===== config.mk =====
export PLATFORM = sky130hd
export DESIGN_NAME = instr_fetch_flat
export DESIGN_NICKNAME = d
export VERILOG_FILES = /design/src/rtl/risc_pkg.sv /design/src/rtl/instr_fetch_if.sv /design/src/rtl/instr_fetch.sv /design/src/flat_wrapper.sv
export SDC_FILE = /design/constraint.sdc
export NUM_CORES = 1
export LEC_CHECK = 0
export CAP_MARGIN = 20
export CORE_MARGIN = 5
export CORE_UTILIZATION = 50
export DETAILED_ROUTE_END_ITERATION = 12
export PLACE_DENSITY = 0.83
export SLEW_MARGIN = 5
export SYNTH_ARGS = -nofsm -noshare
export SYNTH_HDL_FRONTEND = slang
export SYNTH_SLANG_ARGS = --single-unit

===== constraint.sdc =====
create_clock -name clk -period 12.6 [get_ports clk]
set_input_delay 3.78 -clock clk [delete_from_list [all_inputs] [get_ports clk]]
set_output_delay 3.78 -clock clk [all_outputs]
set_load 0.02 [all_outputs]

===== src/rtl/risc_pkg.sv =====
// Shared definitions for the fetch/decode slice: fetch FSM states and PC defaults
// used by both the fetch unit and the PC-select logic.
package risc_pkg;

   typedef enum logic [1:0] {
      FETCH_IDLE,
      FETCH_REQ,
      FETCH_DONE
   } fetch_state_t;

   localparam logic [63:0] DEFAULT_RESET_PC = 64'h0;
   localparam logic [63:0] DEFAULT_PC_STEP  = 64'd4;

endpackage


===== src/rtl/instr_fetch_if.sv =====
// Instruction-memory read port: request/address from the fetch unit,
// ready/data back from the memory.
interface instr_fetch_if #(
   parameter int ADDR_W  = 64,
   parameter int INSTR_W = 32
);
   logic               mem_rd;
   logic [ADDR_W-1:0]  mem_addr;
   logic               mem_ready;
   logic [INSTR_W-1:0] mem_rdata;

   modport master (
      output mem_rd,
      output mem_addr,
      input  mem_ready,
      input  mem_rdata
   );

   modport slave (
      input  mem_rd,
      input  mem_addr,
      output mem_ready,
      output mem_rdata
   );
endinterface


===== src/rtl/instr_fetch.sv =====
// Fetch unit: owns the PC, issues instruction-memory reads and hands each
// fetched word to the instruction register with a one-cycle load_ir strobe.
module instr_fetch
   import risc_pkg::*;
#(
   parameter int               ADDR_W   = 64,
   parameter int               INSTR_W  = 32,
   parameter logic [ADDR_W-1:0] RESET_PC = ADDR_W'(DEFAULT_RESET_PC),
   parameter logic [ADDR_W-1:0] PC_STEP  = ADDR_W'(DEFAULT_PC_STEP)
) (
   input  logic               clk,
   input  logic               reset,
   input  logic               fetch_en,
   input  logic               pc_write,
   input  logic [ADDR_W-1:0]  pc_in,
   instr_fetch_if.master      mem,
   output logic [INSTR_W-1:0] instruction,
   output logic               load_ir,
   output logic [ADDR_W-1:0]  pc_out,
   output logic               busy
);

   fetch_state_t       state_reg;
   logic [ADDR_W-1:0]  pc_reg;
   logic [ADDR_W-1:0]  target_reg;
   logic               pending_reg;
   logic               mem_rd_reg;
   logic               load_ir_reg;
   logic               busy_reg;
   logic [INSTR_W-1:0] instruction_reg;
   logic [ADDR_W-1:0]  pc_out_reg;
   logic [ADDR_W-1:0]  pc_in_aligned;

   // Redirect targets are word-aligned on entry; low bits are simply dropped.
   assign pc_in_aligned = {pc_in[ADDR_W-1:2], 2'b00};

   always_ff @(posedge clk or posedge reset) begin
      if (reset) begin
         state_reg       <= FETCH_IDLE;
         pc_reg          <= RESET_PC;
         target_reg      <= '0;
         pending_reg     <= 1'b0;
         mem_rd_reg      <= 1'b0;
         load_ir_reg     <= 1'b0;
         busy_reg        <= 1'b0;
         instruction_reg <= '0;
         pc_out_reg      <= '0;
      end else begin
         load_ir_reg <= 1'b0;
         case (state_reg)
            FETCH_IDLE: begin
               if (pc_write) begin
                  pc_reg <= pc_in_aligned;
               end else if (fetch_en) begin
                  state_reg  <= FETCH_REQ;
                  mem_rd_reg <= 1'b1;
                  busy_reg   <= 1'b1;
               end
            end
            FETCH_REQ: begin
               if (mem.mem_ready) begin
                  // A redirect seen at any point in this request voids the returned word;
                  // the request stays up and simply moves to the new PC.
                  if (pc_write) begin
                     pc_reg      <= pc_in_aligned;
                     pending_reg <= 1'b0;
                  end else if (pending_reg) begin
                     pc_reg      <= target_reg;
                     pending_reg <= 1'b0;
                  end else begin
                     instruction_reg <= mem.mem_rdata;
                     pc_out_reg      <= pc_reg;
                     pc_reg          <= pc_reg + PC_STEP;
                     load_ir_reg     <= 1'b1;
                     mem_rd_reg      <= 1'b0;
                     state_reg       <= FETCH_DONE;
                  end
               end else if (pc_write) begin
                  // Address must stay stable until the memory answers, so just remember the target.
                  target_reg  <= pc_in_aligned;
                  pending_reg <= 1'b1;
               end
            end
            FETCH_DONE: begin
               if (pc_write) begin
                  pc_reg <= pc_in_aligned;
               end
               state_reg <= FETCH_IDLE;
               busy_reg  <= 1'b0;
            end
            default: begin
               state_reg  <= FETCH_IDLE;
               mem_rd_reg <= 1'b0;
               busy_reg   <= 1'b0;
            end
         endcase
      end
   end

   assign mem.mem_rd   = mem_rd_reg;
   assign mem.mem_addr = pc_reg;
   assign instruction  = instruction_reg;
   assign load_ir      = load_ir_reg;
   assign pc_out       = pc_out_reg;
   assign busy         = busy_reg;

endmodule

===== src/flat_wrapper.sv =====
// flat-port wrapper written by rule: the top's interface ports become plain ports
module instr_fetch_flat import risc_pkg::*;
#(
   parameter int               ADDR_W   = 64,
   parameter int               INSTR_W  = 32,
   parameter logic [ADDR_W-1:0] RESET_PC = ADDR_W'(DEFAULT_RESET_PC),
   parameter logic [ADDR_W-1:0] PC_STEP  = ADDR_W'(DEFAULT_PC_STEP)
)
  (clk, reset, fetch_en, pc_write, pc_in, instruction, load_ir, pc_out, busy, mem_mem_rd, mem_mem_addr, mem_mem_ready, mem_mem_rdata);
  instr_fetch_if #(.ADDR_W(ADDR_W), .INSTR_W(INSTR_W)) mem_i ();
  input  logic clk;
  input  logic reset;
  input  logic fetch_en;
  input  logic pc_write;
  input  logic [ADDR_W-1:0] pc_in;
  output logic [INSTR_W-1:0] instruction;
  output logic load_ir;
  output logic [ADDR_W-1:0] pc_out;
  output logic busy;
  output wire logic [$bits(mem_i.mem_rd)-1:0] mem_mem_rd;
  output wire logic [$bits(mem_i.mem_addr)-1:0] mem_mem_addr;
  input wire logic [$bits(mem_i.mem_ready)-1:0] mem_mem_ready;
  input wire logic [$bits(mem_i.mem_rdata)-1:0] mem_mem_rdata;
  assign mem_mem_rd = mem_i.mem_rd;
  assign mem_mem_addr = mem_i.mem_addr;
  assign mem_i.mem_ready = mem_mem_ready;
  assign mem_i.mem_rdata = mem_mem_rdata;
  instr_fetch #(.ADDR_W(ADDR_W), .INSTR_W(INSTR_W), .RESET_PC(RESET_PC), .PC_STEP(PC_STEP)) u_core (.clk(clk), .reset(reset), .fetch_en(fetch_en), .pc_write(pc_write), .pc_in(pc_in), .mem(mem_i), .instruction(instruction), .load_ir(load_ir), .pc_out(pc_out), .busy(busy));
endmodule

## Word-level counts from Yosys, hierarchy flattened

Index checks and enable logic that the tools add are counted.

| word-level totals | value |
|---|---|
| word-level logic and storage cells | 58 |
| output and inout port bits | 163 |
| bits of input ports | 101 |
| register bits after elaboration | 228 |

| cells by class | value |
|---|---|
| bitwise gates (word level) | 5 |
| equal/unequal tests | 8 |
| $add $sub $neg | 1 |
| reduce and logical (&&, ||, !) cells | 11 |
| muxes and demuxes | 24 |

Operator list:

| cell | count |
|---|---|
| two-way mux 64 bit | 4 |
| one-hot mux 64 bit (2 select lines) | 1 |
| adder 64 x 3 -> 64 bit (second input constant) | 1 |
| two-way mux 1 bit | 11 |
| two-way mux 2 bit | 5 |
| != test 2 bit (second input constant) | 5 |
| AND reduction 3 bit | 3 |
| AND reduction 6 bit | 1 |
| NOT 1 bit | 5 |
| AND reduction 5 bit | 1 |
| one-hot mux 2 bit (2 select lines) | 1 |
| AND reduction 4 bit | 1 |
| nonzero test 2 bit | 2 |
| one-hot mux 1 bit (3 select lines) | 1 |
| == test 2 x 1 -> 1 bit (second input constant) | 1 |
| == test 2 bit (second input constant) | 1 |
| logical NOT 2 bit | 1 |
| != test 2 x 1 -> 1 bit (second input constant) | 1 |
| one-hot mux 1 bit (2 select lines) | 1 |
| AND reduction 2 bit | 1 |
| OR reduction 2 bit | 1 |

## Logic depth before layout (Yosys ltp)

| logic depth | value |
|---|---|
| depth in word-level cells | 5 |
| depth in mapped cells | 9 |
| gate-level depth less buffers | 7 |

## Least setup slack after synthesis

OpenSTA, ideal clock, no wires.

| timing path | value |
|---|---|
| path type | input to register |
| from | input mem_mem_ready |
| to | register u_core.pc_out_reg[6], in the netlist u_core.pc_out[6] |
| library setup time | 0.065 ns |
| required time | 12.535 ns |
| path slack | 7.270 ns |
| data arrival time | 5.265 ns |
| stages | 9 |
| buffers on the path | 3 |
| path through | and3b_1 or2_2 clkbuf_1 nand3_1 inv_2 clkbuf_1 clkbuf_1 nand2_1 nand2_1 |

| on the way | value |
|---|---|
| longest elaborated chain between the ends | 1 |

RTL lines:

| element | line | text |
|---|---|---|
| from (decl) | flat_wrapper.sv:22 | `input wire logic [$bits(mem_i.mem_ready)-1:0] mem_mem_ready;` |
| AND reduction 4 bit (no line) | n/a |  |
| to (signal assigned) | instr_fetch.sv:72 | `pc_out_reg <= pc_reg;` |
| to (decl) | instr_fetch.sv:31 | `logic [ADDR_W-1:0] pc_out_reg;` |

No other way between the ends.
A chain may end at the register's enable or synchronous reset.

## Worst setup path in the final report

| timing path | value |
|---|---|
| from | input pc_write |
| to | register u_core.pc_reg[16], in the netlist u_core.mem.mem_addr[16] |

| on the way | value |
|---|---|
| longest elaborated chain between the ends | 3 |
| elaborated cells between the ends (all ways) | 5 |
| those cells by class | eq/ne: 1; mux: 3; reduce/logical: 1 |

RTL lines:

| element | line | text |
|---|---|---|
| from (decl) | flat_wrapper.sv:14 | `input logic pc_write;` |
| two-way mux 64 bit | instr_fetch.sv:64 | `if (pc_write) begin` |
| two-way mux 64 bit | instr_fetch.sv:61 | `if (mem.mem_ready) begin` |
| one-hot mux 64 bit (2 select lines) | instr_fetch.sv:50 | `case (state_reg)` |
| to (signal assigned) | instr_fetch.sv:53 | `pc_reg <= pc_in_aligned;` |
| to (signal assigned) | instr_fetch.sv:65 | `pc_reg <= pc_in_aligned;` |
| to (signal assigned) | instr_fetch.sv:68 | `pc_reg <= target_reg;` |
| to (decl) | instr_fetch.sv:24 | `logic [ADDR_W-1:0] pc_reg;` |

Several ways; a longest one is shown, not always the timed one. The select of a mux whose other input is x is not followed.

==> summary.txt <==
Final layout
  • # diodes: 0
  • Fillers: between 1500 and 2000
  • Final nets: between 1500 and 2000
  • Final non-filler cell total: around 1700
  • Final Core Density: 0.6646
  • Layout cells sized above 1: 0.08990
  • P&R area growth vs syn: 31.98%

Setup path
  • Crit start category: input pin
  • Crit path kind: input pin to flop
  • Crit path top cell by count: buf_4
  • CP Capture Type: flop
  • WP data required: between 10 and 15 ns
  • CP arrival: 7.62 ns
  • Crit path buf inv count: 4
  • CP Cell Sequence: clkdlybuf4s50_1 > nor2b_1 > or2_2 > buf_4 > nand3_4 > clkinv_2 > buf_4 > a31oi_1 > o22ai_1
  • Slowest stage delay, CP: 0.69 ns
  • Slowest cell on the critical path: buf_4
  • CP delay by family, top: buffers and inverters
  • Crit-path max FO: a little under 80

STA
  • Setup_tns: 0 ns
  • Maximum clock frequency: around 0.14 GHz
  • Max_slew headroom: 0.3852
  • Final Cycle Share: 0.5700
  • Final WS setup: between 5 and 6 ns
  • Min Tclk post-route: slightly above 7 ns
  • Clock Skews: 0.01490 ns
  • Setup-failing EPs final: 0
  • RSZ-0062 raised after global routing: false
  • Slew Viols, Final: 0
  • Final hold violation count: 0
  • Slew @ Worst Pin: between 0.9 and 1 ns
  • Final hold slack: about 0.47 ns

Die
  • Die area: around 25000 µm²
  • Die Ht: around 160 µm
  • Num rows: 54
  • Die Width: about 160 µm
  • Number of top-level pins: around 260
  • Core area: 21620 µm²
  • Initial core utilization: 0.5036

Power and ir drop
  • Comb power frac: 0.461
  • P_sw: 1.604 mW
  • Clk pwr share: 0.176
  • Sw Ratio: 0.4167
  • Leakage: ~6.2 nW
  • Reg power frac: 0.364
  • Power Dens Cells: 267.9 nW/µm²
  • Maximum vdd drop: 0.1541 mV
  • Internal cell power: 2.245 mW

Global routing
  • GRT overflow: 0
  • First-pass GRT wire length: approximately 53 mm
  • Vias in the first global route: ~10000
  • All-Layer GR Usage: 0.2629
  • Largest net degree at the start of global routing: 90
  • Antenna violations before repair: 1

Drt
  • Pre-antenna DRT Iters: 5
  • DRC Markers: 0
  • DR vias/cell: around 5.8
  • Antenna viol nets, final: 0
  • Total wire length: 33.37 mm
  • Via count: approximately 10000
  • Initial DRC count: between 700 and 800
  • Drt wl/cell: ~19 µm

Place
  • # placed instances: ~1700
  • GP Congestion: between 0.8 and 0.9
  • PortBufs: around 260
  • Dpl ws: 4.887 ns
  • HPWL reported at the end of detailed placement: approximately 22 mm

Min path
  • Hold/Removal Path Class: flop to flop

Clock tree
  • CTS buffer count: 24
  • CTS sink count: 224
  • Buffer count from post-CTS setup fixing: 0
  • Clock transition at path regs: 0.06 ns
  • PostCTS Resize Cnt: 0
  • H-tree levels: 1
  • TritonCTS clock tree: done
  • Clock Tree Buf Depth: 3
  • Hold buffer count at cts: 0
  • Root Buffer: clkbuf_16
  • Worst-skew pair later-pin latency: around 0.52 ns

Synth
  • Synth unique cells: 56
  • Ys async rst share: 1.000
  • Synth Warn #: 0
  • Post-synth EDFFs: 0
  • Syn_area_per_cell: between 8 and 9 µm²
  • #FFs+latches synth: 224
  • Post-Syn Area: between 10000 and 15000 µm²
  • Seq/Total Area, Yosys: 0.5148
  • Synth Flop Type: dfrtp_1
  • Post-synthesis cell count: approximately 1200

Job
  • Max cap viols: 0

Outcome
  • Status: complete, no violations
[final timing paths]
path / from / to / slack, ns / cells after the start
setup reg to reg: u_core.state_reg[0] / u_core.mem.mem_addr[16] / 8.84 / 8
hold reg to reg: u_core.instruction[5] / u_core.instruction[5] / 0.47 / 2
max in group asynchronous: reset / u_core.pending_reg / 7.45 / 3
min in group asynchronous: reset / u_core.instruction[18] / 3.76 / 2
setup / recovery: pc_write / u_core.mem.mem_addr[16] / 5.42 / 9
hold / removal: u_core.instruction[5] / u_core.instruction[5] / 0.47 / 2
[Yosys cell counts (all sizes together) (16+ instances only)]
library cell,n,area [µm²]
nor2,68,255.2
clkbuf,63,237.7
nand2,360,1351
o211ai,16,120.1
o21ai,67,335.3
a31oi,16,100.1
a21oi,71,355.3
buf,24,118.9
dfrtp,224,5605
inv,16,60.05
nand3,42,210.2
mux2,61,686.9
nand4,27,190.2
[power by group through the flow]
stage / clock network [mW] / logic, mW / registers, mW
3_3_place_gp: 0 / 1.72 / 1.38
2_1_floorplan: 0 / 0.785 / 1.59
3_5_place_dp: 0 / 1.77 / 1.40
4_1_cts: 0.692 / 1.78 / 1.39
5_1_grt: 0.719 / 1.93 / 1.45
6_report: 0.677 / 1.77 / 1.40
[metrics by stage]
stage          power (mW)  instance area, µm²
6_report            3.849               14370
3_3_place_gp        3.104               13620
3_5_place_dp        3.171               13620
5_1_grt             4.095               14370
4_1_cts             3.864               14370
2_1_floorplan       2.372               10900
[kinds of logic (layout without fill, tap and decap cells)]
kind of cell	after synthesis	in the layout	synth area share
xor gates and xnor gates	28	28	0.02252
DFF	224	224	0.5148
muxes	71	71	0.07228
and+or+nand+nor	571	571	0.2299
AOI/OAI and AO/OA	217	217	0.1207
buffers and inverters	103	330	0.03827
other	1	4	0.0003444
adders and majority gates	1	1	0.001149
[area by class of cell]
cell class / instances / area (µm²) / share of cell area
clock inverter: 6 / 33.78 / 0.002351
inverter: 16 / 68.82 / 0.004789
clock buffer: 37 / 720.7 / 0.05015
timing repair buffer: 271 / 2678 / 0.1863
tap: 280 / 350.3 / 0.02438
sequential: 224 / 5607 / 0.3902
multi-input combinational: 892 / 4912 / 0.3418
[worst reg2reg max path, delay by kind of cell (launching register included)]
kind,cells,cell delay [ns]
DFF,1,0.48
buffers and inverters,3,1.88
AOI/OAI and AO/OA,2,0.34
and+or+nand+nor,3,0.99
[per-layer routing]
metal / vias to the layer above / GRT usage / wire length (µm) / share of wire
li1: 4609 / - / - / -
met1: 4892 / 0.3472 / 13410 / 0.40
met5: - / 0 / 13 / 0.00039
met2: 436 / 0.4376 / 16020 / 0.48
met3: 64 / 0.05746 / 3051 / 0.091
met4: 2 / 0.07907 / 875 / 0.026
[cells in the final DEF (no fill, tap or decap), drive strengths merged, types with 11 or more instances in the layout]
master	count
nand3	42
inv	15
a31oi	16
mux2	61
o211ai	16
nand4	27
a21oi	71
o21ai	67
nor4	12
xnor2	13
clkdlybuf4s50	257
dfrtp	224
buf	14
xor2	15
clkbuf	37
nor3	12
nand2	360
or3	11
and3	15
nor2	68
Power figures use the tool's default switching activity.
